<file path="src/rtl/mc_ctrl_pkg.sv">
// Shared types and encodings for the multicycle control unit.
// Consumed by mc_control_fsm, mc_alu_decoder and the bench.
package mc_ctrl_pkg;

  typedef enum logic [3:0] {
    FETCH    = 4'd0,
    DECODE   = 4'd1,
    MEMADR   = 4'd2,
    MEMRD    = 4'd3,
    MEMWB    = 4'd4,
    MEMWR    = 4'd5,
    EXECUTER = 4'd6,
    EXECUTEI = 4'd7,
    ALUWB    = 4'd8,
    BRANCH   = 4'd9,
    TRAP     = 4'd10
  } state_t;

  localparam logic [1:0] ALU_ADD = 2'b00;
  localparam logic [1:0] ALU_SUB = 2'b01;
  localparam logic [1:0] ALU_AND = 2'b10;
  localparam logic [1:0] ALU_ORR = 2'b11;

  localparam logic [1:0] OP_DP  = 2'b00;
  localparam logic [1:0] OP_MEM = 2'b01;
  localparam logic [1:0] OP_BR  = 2'b10;

  localparam logic [3:0] CMD_ADD = 4'b0100;
  localparam logic [3:0] CMD_SUB = 4'b0010;
  localparam logic [3:0] CMD_AND = 4'b0000;
  localparam logic [3:0] CMD_ORR = 4'b1100;
  localparam logic [3:0] CMD_CMP = 4'b1010;

  function automatic logic cmd_defined(input logic [3:0] cmd);
    return (cmd == CMD_ADD) || (cmd == CMD_SUB) || (cmd == CMD_AND) ||
           (cmd == CMD_ORR) || (cmd == CMD_CMP);
  endfunction

endpackage

</file>
<file path="src/rtl/mc_control_fsm_if.sv">
// Control-unit bus: instruction fields in, datapath controls and raw
// write requests out. master = control unit, slave = datapath side.
interface mc_control_fsm_if #(
  parameter int ALU_CTRL_W = 2
);
  logic [1:0]            Op;
  logic [5:0]            Funct;
  logic [3:0]            Rd;
  logic                  IRWrite;
  logic                  NextPC;
  logic                  AdrSrc;
  logic [1:0]            ALUSrcA;
  logic [1:0]            ALUSrcB;
  logic [1:0]            ResultSrc;
  logic [1:0]            ImmSrc;
  logic [1:0]            RegSrc;
  logic [ALU_CTRL_W-1:0] ALUControl;
  logic                  PCS;
  logic                  RegW;
  logic                  MemW;
  logic [1:0]            FlagW;
  logic                  NoWrite;
  logic                  illegal_op;

  modport master (
    input  Op, Funct, Rd,
    output IRWrite, NextPC, AdrSrc, ALUSrcA, ALUSrcB, ResultSrc, ImmSrc,
           RegSrc, ALUControl, PCS, RegW, MemW, FlagW, NoWrite, illegal_op
  );

  modport slave (
    output Op, Funct, Rd,
    input  IRWrite, NextPC, AdrSrc, ALUSrcA, ALUSrcB, ResultSrc, ImmSrc,
           RegSrc, ALUControl, PCS, RegW, MemW, FlagW, NoWrite, illegal_op
  );
endinterface

</file>
<file path="src/rtl/mc_alu_decoder.sv">
// ALU operation, flag-write and NoWrite decode. Only the EXECUTE states
// see a real operation; NoWrite also persists into ALUWB.
module mc_alu_decoder
  import mc_ctrl_pkg::*;
(
  input  state_t     state,
  input  logic [5:0] funct,
  output logic [1:0] alu_control,
  output logic [1:0] flag_w,
  output logic       no_write
);

  logic [3:0] cmd;
  logic       s_bit;
  logic       executing;

  assign cmd       = funct[4:1];
  assign s_bit     = funct[0];
  assign executing = (state == EXECUTER) || (state == EXECUTEI);

  // Undefined commands fall through to ADD; CMP is a flag-setting subtract.
  always_comb begin
    alu_control = ALU_ADD;
    flag_w      = 2'b00;
    no_write    = 1'b0;
    if (executing) begin
      case (cmd)
        CMD_ADD: alu_control = ALU_ADD;
        CMD_SUB: alu_control = ALU_SUB;
        CMD_AND: alu_control = ALU_AND;
        CMD_ORR: alu_control = ALU_ORR;
        CMD_CMP: alu_control = ALU_SUB;
        default: alu_control = ALU_ADD;
      endcase
      flag_w[1] = s_bit;
      flag_w[0] = s_bit & ((alu_control == ALU_ADD) || (alu_control == ALU_SUB));
    end
    if (executing || (state == ALUWB))
      no_write = (cmd == CMD_CMP);
  end

endmodule

</file>
<file path="src/rtl/mc_control_fsm.sv">
// Multicycle control FSM for the ARM-subset core (fetch/decode/execute/
// memory/writeback). Optional MC_ILLEGAL_TRAP_EN adds a sticky TRAP state.
module mc_control_fsm
  import mc_ctrl_pkg::*;
#(
  parameter int ALU_CTRL_W = 2
) (
  input  logic                clk,
  input  logic                rst,
  mc_control_fsm_if.master    bus
);

  state_t     state;
  state_t     state_next;
  logic [1:0] alu_ctrl;
  logic [1:0] flag_w;
  logic       no_write;
  logic       rd_is_pc;

  assign rd_is_pc = (bus.Rd == 4'hF);

  always_ff @(posedge clk or negedge rst) begin
    if (!rst)
      state <= FETCH;
    else
      state <= state_next;
  end

  always_comb begin
    state_next = FETCH;
    case (state)
      FETCH: state_next = DECODE;
      DECODE: begin
        case (bus.Op)
          OP_MEM: state_next = MEMADR;
          OP_BR:  state_next = BRANCH;
          OP_DP: begin
`ifdef MC_ILLEGAL_TRAP_EN
            if (!cmd_defined(bus.Funct[4:1]))
              state_next = TRAP;
            else
`endif
              state_next = bus.Funct[5] ? EXECUTEI : EXECUTER;
          end
          default: begin
`ifdef MC_ILLEGAL_TRAP_EN
            state_next = TRAP;
`else
            state_next = FETCH;
`endif
          end
        endcase
      end
      MEMADR:   state_next = bus.Funct[0] ? MEMRD : MEMWR;
      MEMRD:    state_next = MEMWB;
      MEMWB:    state_next = FETCH;
      MEMWR:    state_next = FETCH;
      EXECUTER: state_next = ALUWB;
      EXECUTEI: state_next = ALUWB;
      ALUWB:    state_next = FETCH;
      BRANCH:   state_next = FETCH;
`ifdef MC_ILLEGAL_TRAP_EN
      TRAP:     state_next = TRAP;
`endif
      default:  state_next = FETCH;
    endcase
  end

  mc_alu_decoder u_alu_decoder (
    .state       (state),
    .funct       (bus.Funct),
    .alu_control (alu_ctrl),
    .flag_w      (flag_w),
    .no_write    (no_write)
  );

  assign bus.ALUControl = ALU_CTRL_W'(alu_ctrl);
  assign bus.FlagW      = flag_w;
  assign bus.NoWrite    = no_write;

  // Immediate/register-source selects follow the held instruction once it is
  // in the IR; they stay quiet during fetch and in the trap state.
  always_comb begin
    bus.IRWrite    = 1'b0;
    bus.NextPC     = 1'b0;
    bus.AdrSrc     = 1'b0;
    bus.ALUSrcA    = 2'b00;
    bus.ALUSrcB    = 2'b00;
    bus.ResultSrc  = 2'b00;
    bus.ImmSrc     = 2'b00;
    bus.RegSrc     = 2'b00;
    bus.PCS        = 1'b0;
    bus.RegW       = 1'b0;
    bus.MemW       = 1'b0;
    bus.illegal_op = 1'b0;
    if ((state != FETCH) && (state != TRAP)) begin
      bus.ImmSrc = bus.Op;
      bus.RegSrc = {bus.Op == OP_MEM, bus.Op == OP_BR};
    end
    case (state)
      FETCH: begin
        bus.IRWrite   = 1'b1;
        bus.NextPC    = 1'b1;
        bus.ALUSrcA   = 2'b01;
        bus.ALUSrcB   = 2'b10;
        bus.ResultSrc = 2'b10;
      end
      DECODE: begin
        bus.ALUSrcA   = 2'b01;
        bus.ALUSrcB   = 2'b10;
        bus.ResultSrc = 2'b10;
      end
      MEMADR:   bus.ALUSrcB = 2'b01;
      MEMRD:    bus.AdrSrc  = 1'b1;
      MEMWB: begin
        bus.ResultSrc = 2'b01;
        bus.RegW      = 1'b1;
        bus.PCS       = rd_is_pc;
      end
      MEMWR: begin
        bus.AdrSrc = 1'b1;
        bus.MemW   = 1'b1;
      end
      EXECUTER: bus.ALUSrcB = 2'b00;
      EXECUTEI: bus.ALUSrcB = 2'b01;
      ALUWB: begin
        bus.ResultSrc = 2'b00;
        bus.RegW      = 1'b1;
        bus.PCS       = rd_is_pc;
      end
      BRANCH: begin
        bus.ALUSrcA   = 2'b10;
        bus.ALUSrcB   = 2'b01;
        bus.ResultSrc = 2'b10;
        bus.PCS       = 1'b1;
      end
      TRAP: begin
`ifdef MC_ILLEGAL_TRAP_EN
        bus.illegal_op = 1'b1;
`endif
      end
      default: ;
    endcase
  end

endmodule

</file>
<file path="src/flat_wrapper.sv">
// flat-port wrapper written by rule: the top's interface ports become plain ports
module mc_control_fsm_flat import mc_ctrl_pkg::*;
#(
  parameter int ALU_CTRL_W = 2
)
  (clk, rst, bus_Op, bus_Funct, bus_Rd, bus_IRWrite, bus_NextPC, bus_AdrSrc, bus_ALUSrcA, bus_ALUSrcB, bus_ResultSrc, bus_ImmSrc, bus_RegSrc, bus_ALUControl, bus_PCS, bus_RegW, bus_MemW, bus_FlagW, bus_NoWrite, bus_illegal_op);
  mc_control_fsm_if #(.ALU_CTRL_W(ALU_CTRL_W)) bus_i ();
  input  logic clk;
  input  logic rst;
  input wire logic [$bits(bus_i.Op)-1:0] bus_Op;
  input wire logic [$bits(bus_i.Funct)-1:0] bus_Funct;
  input wire logic [$bits(bus_i.Rd)-1:0] bus_Rd;
  output wire logic [$bits(bus_i.IRWrite)-1:0] bus_IRWrite;
  output wire logic [$bits(bus_i.NextPC)-1:0] bus_NextPC;
  output wire logic [$bits(bus_i.AdrSrc)-1:0] bus_AdrSrc;
  output wire logic [$bits(bus_i.ALUSrcA)-1:0] bus_ALUSrcA;
  output wire logic [$bits(bus_i.ALUSrcB)-1:0] bus_ALUSrcB;
  output wire logic [$bits(bus_i.ResultSrc)-1:0] bus_ResultSrc;
  output wire logic [$bits(bus_i.ImmSrc)-1:0] bus_ImmSrc;
  output wire logic [$bits(bus_i.RegSrc)-1:0] bus_RegSrc;
  output wire logic [$bits(bus_i.ALUControl)-1:0] bus_ALUControl;
  output wire logic [$bits(bus_i.PCS)-1:0] bus_PCS;
  output wire logic [$bits(bus_i.RegW)-1:0] bus_RegW;
  output wire logic [$bits(bus_i.MemW)-1:0] bus_MemW;
  output wire logic [$bits(bus_i.FlagW)-1:0] bus_FlagW;
  output wire logic [$bits(bus_i.NoWrite)-1:0] bus_NoWrite;
  output wire logic [$bits(bus_i.illegal_op)-1:0] bus_illegal_op;
  assign bus_i.Op = bus_Op;
  assign bus_i.Funct = bus_Funct;
  assign bus_i.Rd = bus_Rd;
  assign bus_IRWrite = bus_i.IRWrite;
  assign bus_NextPC = bus_i.NextPC;
  assign bus_AdrSrc = bus_i.AdrSrc;
  assign bus_ALUSrcA = bus_i.ALUSrcA;
  assign bus_ALUSrcB = bus_i.ALUSrcB;
  assign bus_ResultSrc = bus_i.ResultSrc;
  assign bus_ImmSrc = bus_i.ImmSrc;
  assign bus_RegSrc = bus_i.RegSrc;
  assign bus_ALUControl = bus_i.ALUControl;
  assign bus_PCS = bus_i.PCS;
  assign bus_RegW = bus_i.RegW;
  assign bus_MemW = bus_i.MemW;
  assign bus_FlagW = bus_i.FlagW;
  assign bus_NoWrite = bus_i.NoWrite;
  assign bus_illegal_op = bus_i.illegal_op;
  mc_control_fsm #(.ALU_CTRL_W(ALU_CTRL_W)) u_core (.clk(clk), .rst(rst), .bus(bus_i));
endmodule
</file>
<file path="config.mk">
export PLATFORM = sky130hd
export DESIGN_NAME = mc_control_fsm_flat
export DESIGN_NICKNAME = d
export VERILOG_FILES = /design/src/rtl/mc_ctrl_pkg.sv /design/src/rtl/mc_control_fsm_if.sv /design/src/rtl/mc_alu_decoder.sv /design/src/rtl/mc_control_fsm.sv /design/src/flat_wrapper.sv
export SDC_FILE = /design/constraint.sdc
export NUM_CORES = 1
export LEC_CHECK = 0
export CORE_MARGIN = 5
export CORE_UTILIZATION = 35
export DETAILED_ROUTE_END_ITERATION = 12
export HOLD_SLACK_MARGIN = 0.08
export MAX_ROUTING_LAYER = met4
export PLACE_DENSITY = 0.81
export REMOVE_ABC_BUFFERS = 1
export SLEW_MARGIN = 20
export SYNTH_ARGS = -nofsm -noshare
export SYNTH_HDL_FRONTEND = slang
export SYNTH_SLANG_ARGS = --single-unit
</file>
<file path="constraint.sdc">
create_clock -name clk -period 3.1 [get_ports clk]
set_input_delay 0.465 -clock clk [delete_from_list [all_inputs] [get_ports clk]]
set_output_delay 0.465 -clock clk [all_outputs]
set_load 0.05 [all_outputs]
</file>
**Word level (Yosys, flattened, before mapping)**

Index checks and enable logic that the tools add are counted.

- Mux-type cells: 19
- Bitwise operators: 1
- Reduce and logical (&&, ||, !) cells: 16
- Eq/ne operators: 17

Operator list:

| kind | count |
|---|---|
| $eq 4x4->1 const B | 5 |
| $pmux 4 s5 | 1 |
| $eq 4x3->1 const B | 4 |
| $eq 4x2->1 const B | 3 |
| $pmux 2 s2 | 3 |
| $pmux 4 s3 | 1 |
| $mux 2 | 5 |
| $reduce_or 2->1 | 5 |
| $logic_not 4->1 | 2 |
| $mux 1 | 6 |
| $pmux 2 s3 | 1 |
| $reduce_or 3->1 | 2 |
| $eq 2x1->1 const B | 2 |
| $eq 4x1->1 const B | 1 |
| $logic_not 2->1 | 2 |
| $ne 4x4->1 const B | 1 |
| $reduce_bool 4->1 | 1 |
| $logic_or 1x1->1 | 3 |
| $mux 3 | 1 |
| $eq 2x2->1 const B | 1 |
| $pmux 1 s2 | 1 |
| $and 1x1->1 | 1 |
| $logic_and 1x1->1 | 1 |

- Flip-flop bits (word level): 4
- Logic and storage cells: 54
- Output and inout port bits: 22

**Logic depth before layout (Yosys ltp)**

- Depth in word-level cells: 8
- Depth in mapped cells: 5
- Gate-level depth less buffers: 3

**Hierarchy**

Synthesis repeated with hierarchy kept, for this count alone.

- Cells, all modules: 62
- Area, all modules: 493.0 sq um

By module, submodules not included:

| module | area an instance (sq um) | instances | cells an instance |
|---|---|---|---|
| mc_control_fsm | 399.1 | 1 | 49 |
| mc_alu_decoder | 93.8 | 1 | 13 |

**Least setup slack after synthesis**

No wires, ideal clock.

- Kind: register to output
- Start: register u_core.state[2]
- End: output bus_NextPC
- Cell stages (with the launch flop): 6
- Path slack: 222 ps
- Arrival time: 2413 ps
- Cell sequence: dfrtp_1 buf_2 or2_2 clkbuf_1 nor3_1 buf_4

- Longest elaborated chain between the ends: 2

RTL lines:

| item | line | source |
|---|---|---|
| start: declaration | mc_control_fsm.sv:13 | `state_t state;` |
| start signal: assignment | mc_control_fsm.sv:26 | `state <= state_next;` |
| $logic_not 4->1 | -- |  |
| $mux 1 | -- |  |
| end: declaration | flat_wrapper.sv:14 | `output wire logic [$bits(bus_i.NextPC)-1:0] bus_NextPC;` |

No other way between the ends.

**Final worst setup path**

- Start: register u_core.state[1]
- End: output bus_NoWrite

- Longest elaborated chain between the ends: 4
- Elaborated cells between the ends (all ways): 6
- Those cells by class: eq/ne (3); mux (1); reduce/logical (2)

RTL lines:

| item | line | source |
|---|---|---|
| $eq 4x3->1 | mc_alu_decoder.sv:19 | `assign executing = (state == EXECUTER) \|\| (state == EXECUTEI);` |
| $logic_or 1x1->1 | mc_alu_decoder.sv:19 |  |
| $logic_or 1x1->1 * | mc_alu_decoder.sv:38 | `if (executing \|\| (state == ALUWB))` |
| $mux 1 * | mc_alu_decoder.sv:38 |  |
| end: declaration | flat_wrapper.sv:26 | `output wire logic [$bits(bus_i.NoWrite)-1:0] bus_NoWrite;` |

Every way passes the cells marked *; elsewhere a longest branch is shown, timed or not.

==> flow_metrics.py <==
metrics = {
    "status": {
        "outcome": "finished, final reports clean",
    },
    "flow_run": {
        "maxCapViolCount": 0,
    },
    "place": {
        "place.gp.congestion": 0.7853,
        "dp_hpwl_um": 1111,
        "io_buffer_count": 34,
        "dp_slack_ns": 0.3935,
        "place_area_sq_um": 787.0,
        "place_inst": 106,
    },
    "drt": {
        "drc": 0,
        "drtPass1Iterations": 4,
        "wl_um": 1442,
        "route.detailed.vias_per_inst": 5.156,
        "drt-initial-drc-count": 4,
        "drt-wirelength-per-cell_um": 13.23,
        "vias": 562,
        "antenna_left": 0,
    },
    "power": {
        "finalPower_mw": 1.003,
        "swShare_pct": 60.10,
        "ir_drop_uv": 633.0,
        "internal_power_mw": 0.4002,
        "sequentialPowerShare_pct": 14.3,
        "switching_power_mw": 0.6027,
        "combPwrFrac_pct": 79.2,
        "p_leak_nw": 0.3259,
        "power.density_mw_per_mm2": 1239,
        "clkPwrFrac_pct": 6.5,
    },
    "synthesis": {
        "yosysSeqAreaShare_pct": 20.57,
        "yosys_warnings": 0,
        "synth_seq_cells": 4,
        "synth.distinct_cells": 31,
        "syn_area_sq_um": 486.7,
        "netlist_instances": 65,
        "avgSynthCellArea_sq_um": 7.488,
    },
    "timing": {
        "drv_slew": 0,
        "post-route-min-period_ns": 2.767,
        "grt_setup_unrepaired": "false",
        "slew_headroom_pct": 64.71,
        "finalSetupViolations": 0,
        "fmax_mhz": 361.4,
        "fin_ws_ns": 0.3331,
        "timing_hold_violations_final": 0,
        "tns_ns": 0,
        "worst_hold_slack_ns": 0.4308,
        "fin_skew_ns": 0.005762,
        "worst_pin_slew_ns": 0.5277,
        "post-route-period-util_pct": 89.26,
    },
    "floorplan": {
        "die_w_um": 47.29,
        "dieArea_sq_mm": 0.002236,
        "initial_core_util_pct": 37.40,
        "die_h_um": 47.29,
        "pin_count": 36,
        "num_rows": 13,
        "core_area_sq_mm": 0.001301,
    },
    "grt": {
        "grt_pass1_wl_um": 2366,
        "overflow": 0,
        "track_usage_pct": 15.59,
        "grt_max_degree": 18,
        "antenna_found_initial": 0,
        "first_global_vias": 583,
    },
    "cts": {
        "clockBufferDepth": 2,
        "ctsHoldBuffers": 0,
        "cts_buffers": 3,
        "cts.sinks": 4,
        "clkTransAtPathRegs_ns": 0.04,
        "ctsRootBufferMaster": "clkbuf_4",
        "postCtsSetupRepairBufs": 0,
        "cts_resized": 0,
        "clk_latency_ns": 0.24,
        "h-tree-depth": 1,
        "cts_tree": "done",
    },
    "worst_setup_path": {
        "required_ns": 2.63,
        "crit_path_max_incr_delay_ns": 0.85,
        "critPathBufInv": 1,
        "critPathSlowestCell": "clkdlybuf4s50_1",
        "path_delay_family": "buffers and inverters",
        "worstPathArrival_ns": 2.30,
        "criticalPathCategory": "reg2out",
        "path_cells": "and3b_1 > a21oi_1 > nor4b_1 > clkdlybuf4s50_1",
        "start_kind": "register",
        "critPathCaptureType": "output pin",
        "worstPathMaxFanout": 17,
    },
    "layout": {
        "seqCellArea_sq_um": 100.1,
        "areaGrowthSynthToFinish_pct": 66.32,
        "top_register": "u_core.state",
        "multi_input_area_sq_um": 330.3,
        "final_layout_size_suffix_gt1_share_pct": 6.383,
        "top_regs": "u_core.state: 4 flops",
        "diodes": 0,
        "nets": 110,
        "post-route-util_pct": 62.21,
        "largest_register_ffs": 4,
        "fill_cells": 128,
        "final_area_sq_um": 809.5,
        "final_cells": 109,
    },
    "worst_hold_path": {
        "min_path_type": "in2async",
    },
}
## worst register-to-register path, cell delays in order, from the launching register on
cell       delay, ns
dfrtp_1         0.64
nand2b_1        0.25
a2bb2oi_1       0.18
nor2_1          0.05
## path summary, 6_finish.rpt
| check | slack [ns] | cells past startpoint | to | startpoint |
|---|---|---|---|---|
| worst min-delay path | 0.43 | 1 | u_core.state[3] | rst |
| worst max-delay path | 0.33 | 4 | bus_NoWrite | u_core.state[1] |
| worst max register to register | 1.85 | 3 | u_core.state[1] | u_core.state[1] |
| worst min register to register | 0.61 | 1 | u_core.state[3] | u_core.state[3] |
| min in group clk | 0.61 | 1 | u_core.state[3] | u_core.state[3] |
| max in group asynchronous | 2.49 | 1 | u_core.state[0] | rst |
## Yosys cell counts
cell type,count,share of area [%]
and3b_1,3,5.4
a2bb2oi_1,1,1.8
dfrtp_1,4,21
a21o_1,1,1.5
buf_6,2,4.6
nand2_1,1,0.77
nor3b_1,1,1.5
or2_2,1,1.3
and2_1,4,5.1
nand4b_1,1,1.8
buf_2,3,3.1
conb_1,1,0.77
and4_1,1,1.8
nor3_1,2,2.1
buf_4,2,3.1
nand2b_1,5,6.4
a21oi_1,4,4.1
xor2_1,2,3.6
a21boi_1,1,1.5
nor2_1,10,7.7
nand3b_1,2,3.1
or3_4,1,2.3
nor2b_1,2,2.6
a211oi_1,1,1.5
clkbuf_1,1,0.77
o22ai_1,1,1.3
a22o_1,1,1.8
xnor2_1,1,1.8
o21ai_0,3,3.1
nor4b_1,1,1.8
or3_1,1,1.3
## metal layers
| layer | wire length, um | GRT usage [%] | up-vias |
|---|---|---|---|
| li1 | - | - | 278 |
| met2 | 569 | 21.39 | 34 |
| met5 | 0 | - | - |
| met4 | 27 | 8.287 | 0 |
| met1 | 656 | 18.82 | 247 |
| met3 | 189 | 6.897 | 3 |
## layout make-up
| type | instances | share of cell area [%] |
|---|---|---|
| clock buffers | 3 | 2.782 |
| multi-input cells | 53 | 40.80 |
| flip-flops and latches | 4 | 12.36 |
| well taps | 15 | 2.318 |
| repair buffers | 34 | 41.73 |
## cells by family after synthesis
logic type,share of synthesized area (%)
AO/OA/AOI/OAI,16.71
XOR/XNOR,5.399
buffers and inverters,11.57
flip-flops,20.57
other,0.7705
AND/OR/NAND/NOR,44.99
## power groups by stage
stage,clock network (mW),logic [mW],registers [mW]
2_1_floorplan,0,0.551,0.123
3_3_place_gp,0,0.795,0.142
3_5_place_dp,0,0.796,0.143
4_1_cts,0.0695,0.801,0.143
5_1_grt,0.0713,0.840,0.149
6_report,0.0650,0.795,0.143
## placed cells by master, fill, tap and decap left out, drive strengths merged, types with 2 or more instances in the layout
master,instances
and2,4
nor2,10
dfrtp,4
nand2b,5
a21oi,4
nand3b,2
clkdlybuf4s50,33
o21ai,3
nor2b,2
clkbuf,3
and3b,3
xor2,2
nor3,2
or3,2
Power figures use the tool's default switching activity.
